[config.mk]
export PLATFORM = sky130hd
export DESIGN_NAME = bank_ctrl
export DESIGN_NICKNAME = d
export VERILOG_FILES = /design/src/rtl/bank_ctrl_pkg.sv /design/src/rtl/rr_arb2.sv /design/src/rtl/bank_ctrl.sv
export SDC_FILE = /design/constraint.sdc
export NUM_CORES = 1
export LEC_CHECK = 0
export ABC_AREA = 1
export BUFFER_PORTS_ARGS = -buffer_cell sky130_fd_sc_hd__clkbuf_2
export CAP_MARGIN = 20
export CORE_ASPECT_RATIO = 0.9
export CORE_MARGIN = 2
export CORE_UTILIZATION = 25
export CTS_BUF_LIST = sky130_fd_sc_hd__clkbuf_4 sky130_fd_sc_hd__clkbuf_8 sky130_fd_sc_hd__clkbuf_16
export DETAILED_ROUTE_END_ITERATION = 10
export PLACE_DENSITY_LB_ADDON = 0.3
export SYNTH_ARGS = -nofsm -noshare
export SYNTH_HDL_FRONTEND = slang
export SYNTH_SLANG_ARGS = --single-unit
[constraint.sdc]
create_clock -name clk -period 3.14 [get_ports clk]
set_clock_uncertainty 0.1 [all_clocks]
set_input_delay 0.157 -clock clk [delete_from_list [all_inputs] [get_ports clk]]
set_output_delay 0.157 -clock clk [all_outputs]
set_load 0.005 [all_outputs]
[src/rtl/bank_ctrl_pkg.sv]
// Shared definitions for the bank write controller: FSM state encoding,
// bank geometry and the strobe counter width.
package bank_ctrl_pkg;

    localparam int NUM_ENTRIES = 4;
    localparam int ADDR_W      = 2;
    // Wide enough to count up to the largest legal STROBE_CYCLES (15).
    localparam int CNT_W       = 4;

    typedef enum logic [1:0] {
        IDLE   = 2'd0,
        SETUP  = 2'd1,
        STROBE = 2'd2,
        HOLD   = 2'd3
    } state_e;

    // One-hot enable for a bank entry address.
    function automatic logic [NUM_ENTRIES-1:0] addr_onehot(input logic [ADDR_W-1:0] addr);
        return NUM_ENTRIES'(1) << addr;
    endfunction

endpackage

[src/rtl/rr_arb2.sv]
// Two-requester round-robin arbiter. The pointer names the requester that
// wins a tie; it moves to the other requester only when a grant is accepted.
module rr_arb2 (
    input  logic       clk,
    input  logic       rst_n,
    input  logic [1:0] req_i,
    input  logic       accept_i,
    output logic       sel_o
);

    logic ptr_q;
    logic ptr_d;

    // Selection: a lone requester wins; on a tie or no request, follow the pointer.
    always_comb begin
        sel_o = ptr_q;
        case (req_i)
            2'b01:   sel_o = 1'b0;
            2'b10:   sel_o = 1'b1;
            default: sel_o = ptr_q;
        endcase
    end

    // Pointer next state: hand priority to the requester not just served.
    always_comb begin
        ptr_d = ptr_q;
        if (accept_i) begin
            ptr_d = ~sel_o;
        end
    end

    // Pointer register; requester 0 has priority out of reset.
    always_ff @(posedge clk or negedge rst_n) begin
        if (!rst_n) begin
            ptr_q <= 1'b0;
        end else begin
            ptr_q <= ptr_d;
        end
    end

endmodule

[src/rtl/bank_ctrl.sv]
// Bank write controller: arbitrates two write requesters and sequences each
// write as SETUP -> STROBE (STROBE_CYCLES long) -> HOLD towards four
// level-sensitive bank latches.
// Optional feature macro: BANK_CTRL_SHADOW_EN adds a readable shadow copy
// of the four bank entries.
//
// Handshake: a requester's write is taken at a rising clock edge where its
// valid and ready are both high; ready is only offered in IDLE to the
// requester the arbiter currently selects, and captured address/data are
// held internally until the controller returns to IDLE.
module bank_ctrl
    import bank_ctrl_pkg::*;
#(
    parameter int DATA_W        = 8,
    parameter int STROBE_CYCLES = 2
) (
    input  logic              clk,
    input  logic              rst_n,
    input  logic              req0_valid,
    input  logic [1:0]        req0_addr,
    input  logic [DATA_W-1:0] req0_data,
    output logic              req0_ready,
    input  logic              req1_valid,
    input  logic [1:0]        req1_addr,
    input  logic [DATA_W-1:0] req1_data,
    output logic              req1_ready,
    output logic [3:0]        wr_en,
    output logic [DATA_W-1:0] wr_data,
    output logic              busy,
    input  logic [1:0]        rd_addr,
    output logic [DATA_W-1:0] rd_data,
    output logic [1:0]        dbg_state_o
);

    state_e                  state_q, state_d;
    logic [CNT_W-1:0]        cnt_q, cnt_d;
    logic [ADDR_W-1:0]       addr_q, addr_d;
    logic [DATA_W-1:0]       wr_data_q, wr_data_d;
    logic [NUM_ENTRIES-1:0]  wr_en_q, wr_en_d;
    logic                    busy_q, busy_d;
    logic                    sel;
    logic                    accept;
    logic                    last_strobe;

    rr_arb2 u_arb (
        .clk      (clk),
        .rst_n    (rst_n),
        .req_i    ({req1_valid, req0_valid}),
        .accept_i (accept),
        .sel_o    (sel)
    );

    assign accept      = (state_q == IDLE) && (sel ? req1_valid : req0_valid);
    assign last_strobe = (state_q == STROBE) && (cnt_q == CNT_W'(STROBE_CYCLES - 1));

    // Ready is decoded combinationally so a requester sees it in the same cycle.
    assign req0_ready = (state_q == IDLE) && !sel;
    assign req1_ready = (state_q == IDLE) && sel;

    // Next state, capture and registered-output decode.
    always_comb begin
        state_d   = state_q;
        cnt_d     = cnt_q;
        addr_d    = addr_q;
        wr_data_d = wr_data_q;
        case (state_q)
            IDLE: begin
                if (accept) begin
                    state_d   = SETUP;
                    addr_d    = sel ? req1_addr : req0_addr;
                    wr_data_d = sel ? req1_data : req0_data;
                end
            end
            SETUP: begin
                state_d = STROBE;
                cnt_d   = '0;
            end
            STROBE: begin
                if (last_strobe) begin
                    state_d = HOLD;
                end else begin
                    cnt_d = cnt_q + CNT_W'(1);
                end
            end
            HOLD: begin
                state_d = IDLE;
            end
            default: begin
                state_d = IDLE;
            end
        endcase
        // Outputs are registered, so decode them from the next state.
        wr_en_d = (state_d == STROBE) ? addr_onehot(addr_d) : '0;
        busy_d  = (state_d != IDLE);
    end

    // State, capture and output registers; reset aborts any write in flight.
    always_ff @(posedge clk or negedge rst_n) begin
        if (!rst_n) begin
            state_q   <= IDLE;
            cnt_q     <= '0;
            addr_q    <= '0;
            wr_data_q <= '0;
            wr_en_q   <= '0;
            busy_q    <= 1'b0;
        end else begin
            state_q   <= state_d;
            cnt_q     <= cnt_d;
            addr_q    <= addr_d;
            wr_data_q <= wr_data_d;
            wr_en_q   <= wr_en_d;
            busy_q    <= busy_d;
        end
    end

    assign wr_en       = wr_en_q;
    assign wr_data     = wr_data_q;
    assign busy        = busy_q;
    assign dbg_state_o = state_q;

`ifdef BANK_CTRL_SHADOW_EN
    logic [DATA_W-1:0] shadow_q [NUM_ENTRIES];
    logic [DATA_W-1:0] rd_data_q;

    // Shadow copy updated as the strobe completes; readback is one cycle late.
    always_ff @(posedge clk or negedge rst_n) begin
        if (!rst_n) begin
            for (int i = 0; i < NUM_ENTRIES; i++) begin
                shadow_q[i] <= '0;
            end
            rd_data_q <= '0;
        end else begin
            if (last_strobe) begin
                shadow_q[addr_q] <= wr_data_q;
            end
            rd_data_q <= shadow_q[rd_addr];
        end
    end

    assign rd_data = rd_data_q;
`else
    logic unused_rd_addr;
    assign unused_rd_addr = ^rd_addr;
    assign rd_data        = '0;
`endif

endmodule

=== Word level (Yosys, flattened, before mapping) ===
Cells that the tools add are included.

* Mux-type cells: 12
* Bitwise gates (word level): 1
* Reduce and logical (&&, ||, !) cells: 10
* Equal/unequal tests: 8
* Shift operators: 1
* Add/subtract/negate cells: 1

{| class="wikitable"
|+ Operators with widths
! cell !! count
|-
| 2-bit 2-to-1 mux || 5
|-
| 2-bit equality test, second input constant || 4
|-
| 4-bit 2-to-1 mux || 2
|-
| 8-bit 2-to-1 mux || 1
|-
| 2-bit case mux with 4 select lines || 1
|-
| 4-bit case mux with 2 select lines || 1
|-
| 4-bit by 1-bit adder with 4-bit output, second input constant || 1
|-
| 2-bit by 1-bit equality test with 1-bit output, second input constant || 2
|-
| 4-bit by 1-bit equality test with 1-bit output, second input constant || 1
|-
| 1-bit logical AND || 4
|-
| 2-bit AND reduction || 2
|-
| 2-bit nonzero test || 2
|-
| 1-bit by 2-bit << shifter with 4-bit output, first input constant || 1
|-
| 2-bit logical NOT || 1
|-
| 2-bit != test, second input constant || 1
|-
| 1-bit case mux with 2 select lines || 1
|-
| 1-bit logical NOT || 1
|-
| 1-bit 2-to-1 mux || 1
|-
| 1-bit inverter || 1
|}

* Register bits: 22
* Input bits: 26
* Word-level logic and storage cells: 40
* Output and inout bits: 25

=== Depth between registers and ports, before layout ===
Gate-level depths: netlist of the first run.

* Depth after elaboration: 8
* Mapped depth: 10
* Gate-level depth less buffers: 10

=== Cells and area by module ===
A second synthesis of the first run with hierarchy kept.

* Cell total of the unflattened synthesis: 150
* Area, all modules: 1241.2 µm²

{| class="wikitable"
|+ Modules (own cells, without submodules)
! module !! times used !! seq. area each (µm²) !! cells an instance !! area each (µm²)
|-
| bank_ctrl || 1 || 525.5 || 136 || 1143.6
|-
| rr_arb2 || 1 || 25.0 || 14 || 97.6
|}

=== Worst setup path before layout of the first run ===
No wires, ideal clock.

* Path kind: reg2reg
* From: register state_q[0] (netlist: dbg_state_o[0])
* To: register wr_en_q[0] (netlist: wr_en[0])
* Cell stages (with the launch flop): 9
* Setup time: 0.072 ns
* Data required time: 2.968 ns
* Setup slack: 1.664 ns
* Arrival time: 1.304 ns
* Cell sequence: dfrtp_1 > inv_1 > ha_1 > inv_2 > nor2_4 > or2_2 > nand2_1 > nand2_1 > nor2_1

* Longest elaborated chain between the ends: 6

{| class="wikitable"
|+ Ends and longest elaborated chain
! item !! RTL line !! source
|-
| from (decl) || bank_ctrl.sv:35 || <nowiki>state_e state_q, state_d;</nowiki>
|-
| from (signal assigned) || bank_ctrl.sv:107 || <nowiki>state_q <= state_d;</nowiki>
|-
| 2-bit equality test or 2-bit logical NOT (tied branches) || bank_ctrl.sv:54, bank_ctrl.sv:66, bank_ctrl.sv:53 ||
|-
| 1-bit logical AND (on tied branches) || bank_ctrl.sv:54, bank_ctrl.sv:53 ||
|-
| 2-bit 2-to-1 mux (on tied branches) || bank_ctrl.sv:79, bank_ctrl.sv:68 ||
|-
| 2-bit case mux with 4 select lines or 2-bit 2-to-1 mux (tied branches) || bank_ctrl.sv:66 || <nowiki>case (state_q)</nowiki>
|-
| 2-bit equality test or 1-bit by 2-bit << shifter with 4-bit output (tied branches) || bank_ctrl.sv:93, bank_ctrl_pkg.sv:19 ||
|-
| 4-bit 2-to-1 mux (*) || bank_ctrl.sv:93 || <nowiki>wr_en_d = (state_d == STROBE) ? addr_onehot(addr_d) : '0;</nowiki>
|-
| named net wr_en_d[0] || bank_ctrl.sv:39 || <nowiki>logic [NUM_ENTRIES-1:0] wr_en_q, wr_en_d;</nowiki>
|-
| to (signal assigned) || bank_ctrl.sv:111 || <nowiki>wr_en_q <= wr_en_d;</nowiki>
|-
| to (decl) || bank_ctrl.sv:39 ||
|}

Mark *: on every way through the listed nets, which the timed path passes. The rest lies on a longest branch.
A chain may end at the register's enable or synchronous reset.

=== Worst setup path after layout of the first run ===
* From: register state_q[0] (netlist: dbg_state_o[0])
* To: register wr_en_q[2] (netlist: wr_en[2])

* Longest elaborated chain between the ends: 6

{| class="wikitable"
|+ Ends and longest elaborated chain
! item !! RTL line !! source
|-
| 2-bit logical NOT (*) || bank_ctrl.sv:53, bank_ctrl.sv:66 ||
|-
| 1-bit logical AND || bank_ctrl.sv:53 || <nowiki>assign accept = (state_q == IDLE) && (sel ? req1_valid : req0_valid);</nowiki>
|-
| 2-bit 2-to-1 mux || bank_ctrl.sv:68 || <nowiki>if (accept) begin</nowiki>
|-
| 2-bit 2-to-1 mux (*) || bank_ctrl.sv:66 ||
|-
| named net addr_d[1] || bank_ctrl.sv:37 || <nowiki>logic [ADDR_W-1:0] addr_q, addr_d;</nowiki>
|-
| 1-bit by 2-bit << shifter with 4-bit output (*) || bank_ctrl_pkg.sv:19 || <nowiki>return NUM_ENTRIES'(1) << addr;</nowiki>
|-
| 4-bit 2-to-1 mux (*) || bank_ctrl.sv:93 ||
|-
| named net wr_en_d[2] || bank_ctrl.sv:39 ||
|}

Marks and branches as above.

==> impl_metrics.toml, run 1 <==
[setup_path]
startpoint = "dbg_state_o[0]"
path_class = "reg2reg"
critical_path.endpoint_type = "register"
critPathRequiredTime_ns = 3.18
rrSetupSlack_ns = 1.17
crit_end = "wr_en[2]"
r2r-start = "dbg_state_o[0]"
cp_max_fo = 16
timing.rr.end = "wr_en[2]"
startpoint_type = "register"
worstRegToRegCells = 9
worstPathArrival_ns = 2.01

[power_and_ir_drop]
power.switching_mw = 0.5742
peakVddDrop_mv = 0.3061
p_sw_share_pct = 42.50
combPwrFrac_pct = 50.0
power_leakage_nw = 0.8341
intPower_mw = 0.7769
p_seq_share_pct = 37.4
clockPowerShare_pct = 12.6
power.total_mw = 1.351
p_per_area_nw_per_um2 = 878.7

[yosys]
synth_area_um2 = 1265
yosys.area.top_type = "dfrtp_1"
ys_ff_latch = 22
yosysWarnings = 0
synth_seq_area_share_pct = 43.52
netlist_top_cells_area = "dfrtp_1 (44%), nand2_1 (8.0%), ha_1 (7.9%), buf_4 (5.9%), nand3_1 (5.5%)"
synth.top_cell.area_share_pct = 43.52
ys_types = 22
syn_inst = 153
synth_area_per_cell_um2 = 8.268

[floorplan]
die-width_um = 78.98
die_h_um = 71.48
dieArea_um2 = 5645
io_pins = 51
initial_core_util_pct = 26.00
coreArea_um2 = 4865
row_count = 24

[sta]
rsz0062_at_grt = "false"
maxSlewViolCount = 0
fin_crit_sh_pct = 62.70
fin_crit_ns = 1.969
max_freq_mhz = 508.0
worst_slew_pin_slew_ns = 0.5451
setup_tns_ns = 0
finalSetupViolCount = 0
relSlewSlack_pct = 63.66
hold_viol = 0

[clock_network]
numClockSinks = 22
clock-root-buffer = "clkbuf_8"
clk_latency_ns = 0.26
numCtsBuffers = 3
clk_path_buf_depth = 2
cts.clk_slew.worst_paths_ns = 0.08
cts_tree = "yes"
h-tree-depth = 1

[finish]
diodes = 0
drive_gt1_share_pct = 30.05
num-nets-final = 229
fillerInstances = 550
area_growth_pct = 21.56

[global_route]
grt_pass1_vias = 955
antenna_found_initial = 0
grt.total_usage_pct = 9.633
grt_pass1_wl_um = 4333
grt_max_degree = 23
grt_overflow_total = 0

[worst_hold_path]
hold_class = "in2reg"

[status]
status = "finished clean"

[drt]
vias = 1033
ant_nets = 0
wl_per_cell_um = 9.953
remaining_drc_errors = 0
drtIter0Drc = 26
wl_um = 2568
viasPerCell = 4.004
firstDrtPassIters = 4

[place]
dp_hpwl_um = 2019
gp_congestion = 0.7018
io_buffers = 40

[run]
drv_cap = 0
-- cells by family (layout without fill, tap and decap cells) --
group           after synthesis  count (layout)  share of synthesized area, %
other cells                   1               8                        0.2965
fa+ha+maj                     8               8                         7.913
simple gates                 68              68                         24.33
xor+xnor                      1               1                        0.6925
compound gates               24              24                         11.08
buf+inv                      29              62                         12.17
flops                        22              22                         43.52
-- timing repair --
item	in CTS	in global routing
hold buffers	1	0
gates resized for setup	0	0
hold endpoints to repair	22	0
buffers inserted	0	0
-- layer usage --
layer  vias up  global-route usage (%)  wire length [um]
met5         -                       0                 0
met4         0                   1.724                12
li1        549                       -                 -
met3         2                   2.897               131
met1       455                   13.46              1284
met2        27                   14.97              1140
-- power groups by stage --
stage / Combinational [mW] / Clock, mW / Sequential [mW]
2_1_floorplan: 0.489 / 0 / 0.509
3_3_place_gp: 0.678 / 0 / 0.512
3_5_place_dp: 0.686 / 0 / 0.512
4_1_cts: 0.689 / 0.185 / 0.508
5_1_grt: 0.782 / 0.193 / 0.527
6_report: 0.675 / 0.171 / 0.505
-- critical path: stages, from the launching register on --
cell	delay (ns)
dfrtp_1	0.45
inv_1	0.13
ha_1	0.18
inv_2	0.06
nor2_4	0.30
inv_1	0.30
nand2_1	0.12
nand2_1	0.10
nand2_1	0.08
nor2_1	0.04
-- layout make-up --
class / instances / area, um2 / area share, %
Clock buffer: 3 / 41.29 / 2.685
Timing Repair Buffer: 41 / 210.2 / 13.67
Inverter: 18 / 67.56 / 4.394
Tap cell: 65 / 81.33 / 5.289
Multi-Input combinational cell: 109 / 586.8 / 38.16
Sequential cell: 22 / 550.5 / 35.80
-- cells in the final DEF, fill, tap and decap left out, drive strengths merged --
master       count
nor2            19
or2              3
xor2             1
o22ai            1
dlygate4sd3      1
o21ai           23
conb             8
clkbuf          43
nand2           32
dfrtp           22
ha               8
nand3           14
inv             18
-- synthesized netlist by cell type --
| cell type | n |
|---|---|
| nand2_2 | 4 |
| dfrtp_1 | 22 |
| conb_1 | 1 |
| inv_2 | 3 |
| buf_6 | 1 |
| o21ai_1 | 8 |
| buf_4 | 10 |
| xor2_1 | 1 |
| o22ai_1 | 1 |
| nand3_1 | 14 |
| nor2_2 | 1 |
| or2_2 | 2 |
| nand2_4 | 1 |
| o21ai_2 | 2 |
| nor2_4 | 1 |
| o21ai_0 | 12 |
| or2_1 | 1 |
| ha_1 | 8 |
| nor2_1 | 17 |
| inv_1 | 15 |
| o21ai_4 | 1 |
| nand2_1 | 27 |
-- sequential cells by signal (all words and copies together), names as in the netlist --
signal / flops
addr_q: 2
busy: 1
cnt_q: 4
dbg_state_o: 2
u_arb.ptr_q: 1
wr_data: 8
wr_en: 4
-- stage by stage --
step | util [%] | hold WS [ns] | area, um2 | std cells | worst slack (ns)
floorplan | - | -0.2386 | 1291 | 160 | 1.664
global placement | 30.56 | 0.07497 | 1486 | 254 | 1.190
CTS | 31.61 | 0.04596 | 1538 | 258 | 1.133
finish | 31.61 | 0.05237 | 1538 | 258 | 1.171
global route | 31.61 | 0.06017 | 1538 | 258 | 0.9300
detailed placement | 30.56 | 0.07712 | 1486 | 254 | 1.166
-- worst min-delay path by stage --
stage	start	endpoint	slack [ns]	cells after the start
CTS	req0_data[3]	wr_data[3]	0.05	3
floorplan	rst_n	addr_q[0]	-0.24	0
detailed placement	rst_n	cnt_q[2]	0.08	1
global route	req0_data[2]	wr_data[2]	0.06	3
finish	req0_data[3]	wr_data[3]	0.05	3
global placement	rst_n	cnt_q[2]	0.07	1
(Power assumes the default switching activity.)
==> inputs of run 2 (changes only) <==
==> constraint.sdc (replaced) <==
create_clock -name clk -period 1.98 [get_ports clk]
set_clock_uncertainty 0.1 [all_clocks]
set_input_delay 0.099 -clock clk [delete_from_list [all_inputs] [get_ports clk]]
set_output_delay 0.099 -clock clk [all_outputs]
set_load 0.005 [all_outputs]
==> run 2 against run 1 <==
Cell count grew 3.1%. First-iteration DRC count grew 3.8%. Hold slack lost 0.045 ns. Clock-buffer cell count grew 1. Via count grew 4.4%. Critical path type unchanged. Critical endpoint is now wr_data[7]. Largest power group unchanged.
==> impl_metrics.toml, run 2 (same netlist as run 1, synthesis figures left out) <==
[status]
status = "finished clean"

[setup_path]
worst-path-stages = 8
critPathSlowestCell = "dfrtp_1"
worstRegToRegCells = 8
cp_top_family = "buffers and inverters"
crit_end = "wr_data[7]"
path_buf_inv = 4
startpoint = "dbg_state_o[0]"
r2r-start = "dbg_state_o[0]"
max_stage_delay_ns = 0.45
timing.rr.end = "wr_data[7]"
cp_max_fo = 9
critPathRequiredTime_ns = 2.03
rrSetupSlack_ns = 0.32
crit_top_cell = "inv_1"
path_class = "reg2reg"
critical_path.endpoint_type = "register"
path_cells = "inv_1, ha_1, inv_2, nor2_4, inv_1, buf_4, nand2_1, o21ai_1"
worstPathArrival_ns = 1.71
startpoint_type = "register"

[finish]
fin_util_pct = 33.23
fillerInstances = 555
drive_gt1_share_pct = 30.35
finalNonFillerCells = 266
design_area_um2 = 1617
final_common_cell = "clkbuf_2"
area_growth_pct = 27.79
diodes = 0
multi_input_area_um2 = 586.8
largest_reg_flops = 8
seq_area_um2 = 550.5
num-nets-final = 236
layout_common_cells = "clkbuf_2 (40), nand2_1 (27), dfrtp_1 (22)"

[sta]
layout_setup_ws_ns = 0.3222
worst_slew_pin_slew_ns = 0.5500
hold_viol = 0
max_freq_mhz = 603.2
finalSetupViolCount = 0
setup_tns_ns = 0
fin_crit_ns = 1.658
relSlewSlack_pct = 63.34
rsz0062_at_grt = "false"
holdWs_ns = 0.007141
fin_crit_sh_pct = 83.73
maxSlewViolCount = 0

[drt]
firstDrtPassIters = 4
ant_nets = 0
wl_um = 2648
viasPerCell = 4.053
vias = 1078
wl_per_cell_um = 9.955
drtIter0Drc = 27
remaining_drc_errors = 0

[place]
io_buffers = 40
dp_slack_ns = 0.3164
dp.cells = 256
placedInstanceArea_um2 = 1501
dp_hpwl_um = 2061
gp_congestion = 0.7151

[clock_network]
clk_path_buf_depth = 2
cts.clk_slew.worst_paths_ns = 0.08
cts_tree = "yes"
numCtsBuffers = 3
h-tree-depth = 1
clk_latency_ns = 0.27
clock-root-buffer = "clkbuf_8"
numClockSinks = 22

[worst_hold_path]
hold_class = "in2reg"
whs_path_depth = 3

[floorplan]
io_pins = 51
initial_core_util_pct = 26.00
row_count = 24
die_h_um = 71.48
coreArea_um2 = 4865
dieArea_um2 = 5645
die-width_um = 78.98

[global_route]
grt_max_degree = 23
grt_pass1_vias = 954
grt_overflow_total = 0
antenna_found_initial = 0
grt.total_usage_pct = 9.691
grt_pass1_wl_um = 4278

[run]
drv_cap = 0

[power_and_ir_drop]
p_per_area_nw_per_um2 = 1380
power.total_mw = 2.231
peakVddDrop_mv = 0.4560
power_leakage_nw = 0.8718
-- run 2: worst min path at each step --
stage                 startpoint          to  slack, ns
finish              req0_data[7]  wr_data[7]      0.007
CTS                 req0_data[3]  wr_data[3]     0.0004
global placement           rst_n    cnt_q[2]       0.02
detailed placement         rst_n    cnt_q[2]       0.02
global route        req0_data[1]  wr_data[1]      0.007
floorplan                  rst_n   addr_q[0]      -0.30
-- run 2: routing by layer --
layer / wire length, um / share of wire (%) / GRT usage [%] / up-vias
met2: 1236 / 47 / 15.16 / 25
li1: - / - / - / 561
met1: 1261 / 48 / 12.85 / 490
met4: 22 / 0.83 / 3.448 / 0
met3: 128 / 4.8 / 2.771 / 2
met5: 0 / 0 / 0 / -
-- run 2: what timing repair did --
item / in CTS / in global routing
resized for setup: 0 / 0
hold buffers: 6 / 0
setup buffers: 0 / 0
endpoints found under the setup margin: 0 / 0
hold endpoints to repair: 27 / 0
-- run 2: worst register-to-register path: stages (launching register included) --
cell     delay, ns
dfrtp_1       0.45
inv_1         0.13
ha_1          0.18
inv_2         0.06
nor2_4        0.19
inv_1         0.13
buf_4         0.19
nand2_1       0.06
o21ai_1       0.06
-- run 2: power breakdown --
part / internal [mW] / switching (mW) / total (mW) / leakage, nW
logic: 0.463 / 0.640 / 1.10 / 0.567
clock network: 0.177 / 0.148 / 0.325 / 0.0288
registers: 0.664 / 0.139 / 0.803 / 0.276
-- run 2: layout make-up --
cell class,count,share of cell area [%]
Clock buffer,4,3.406
Inverter,18,4.180
Multi-Input combinational cell,109,36.30
Sequential cell,22,34.06
Tap cell,65,5.031
Timing Repair Buffer,48,17.03
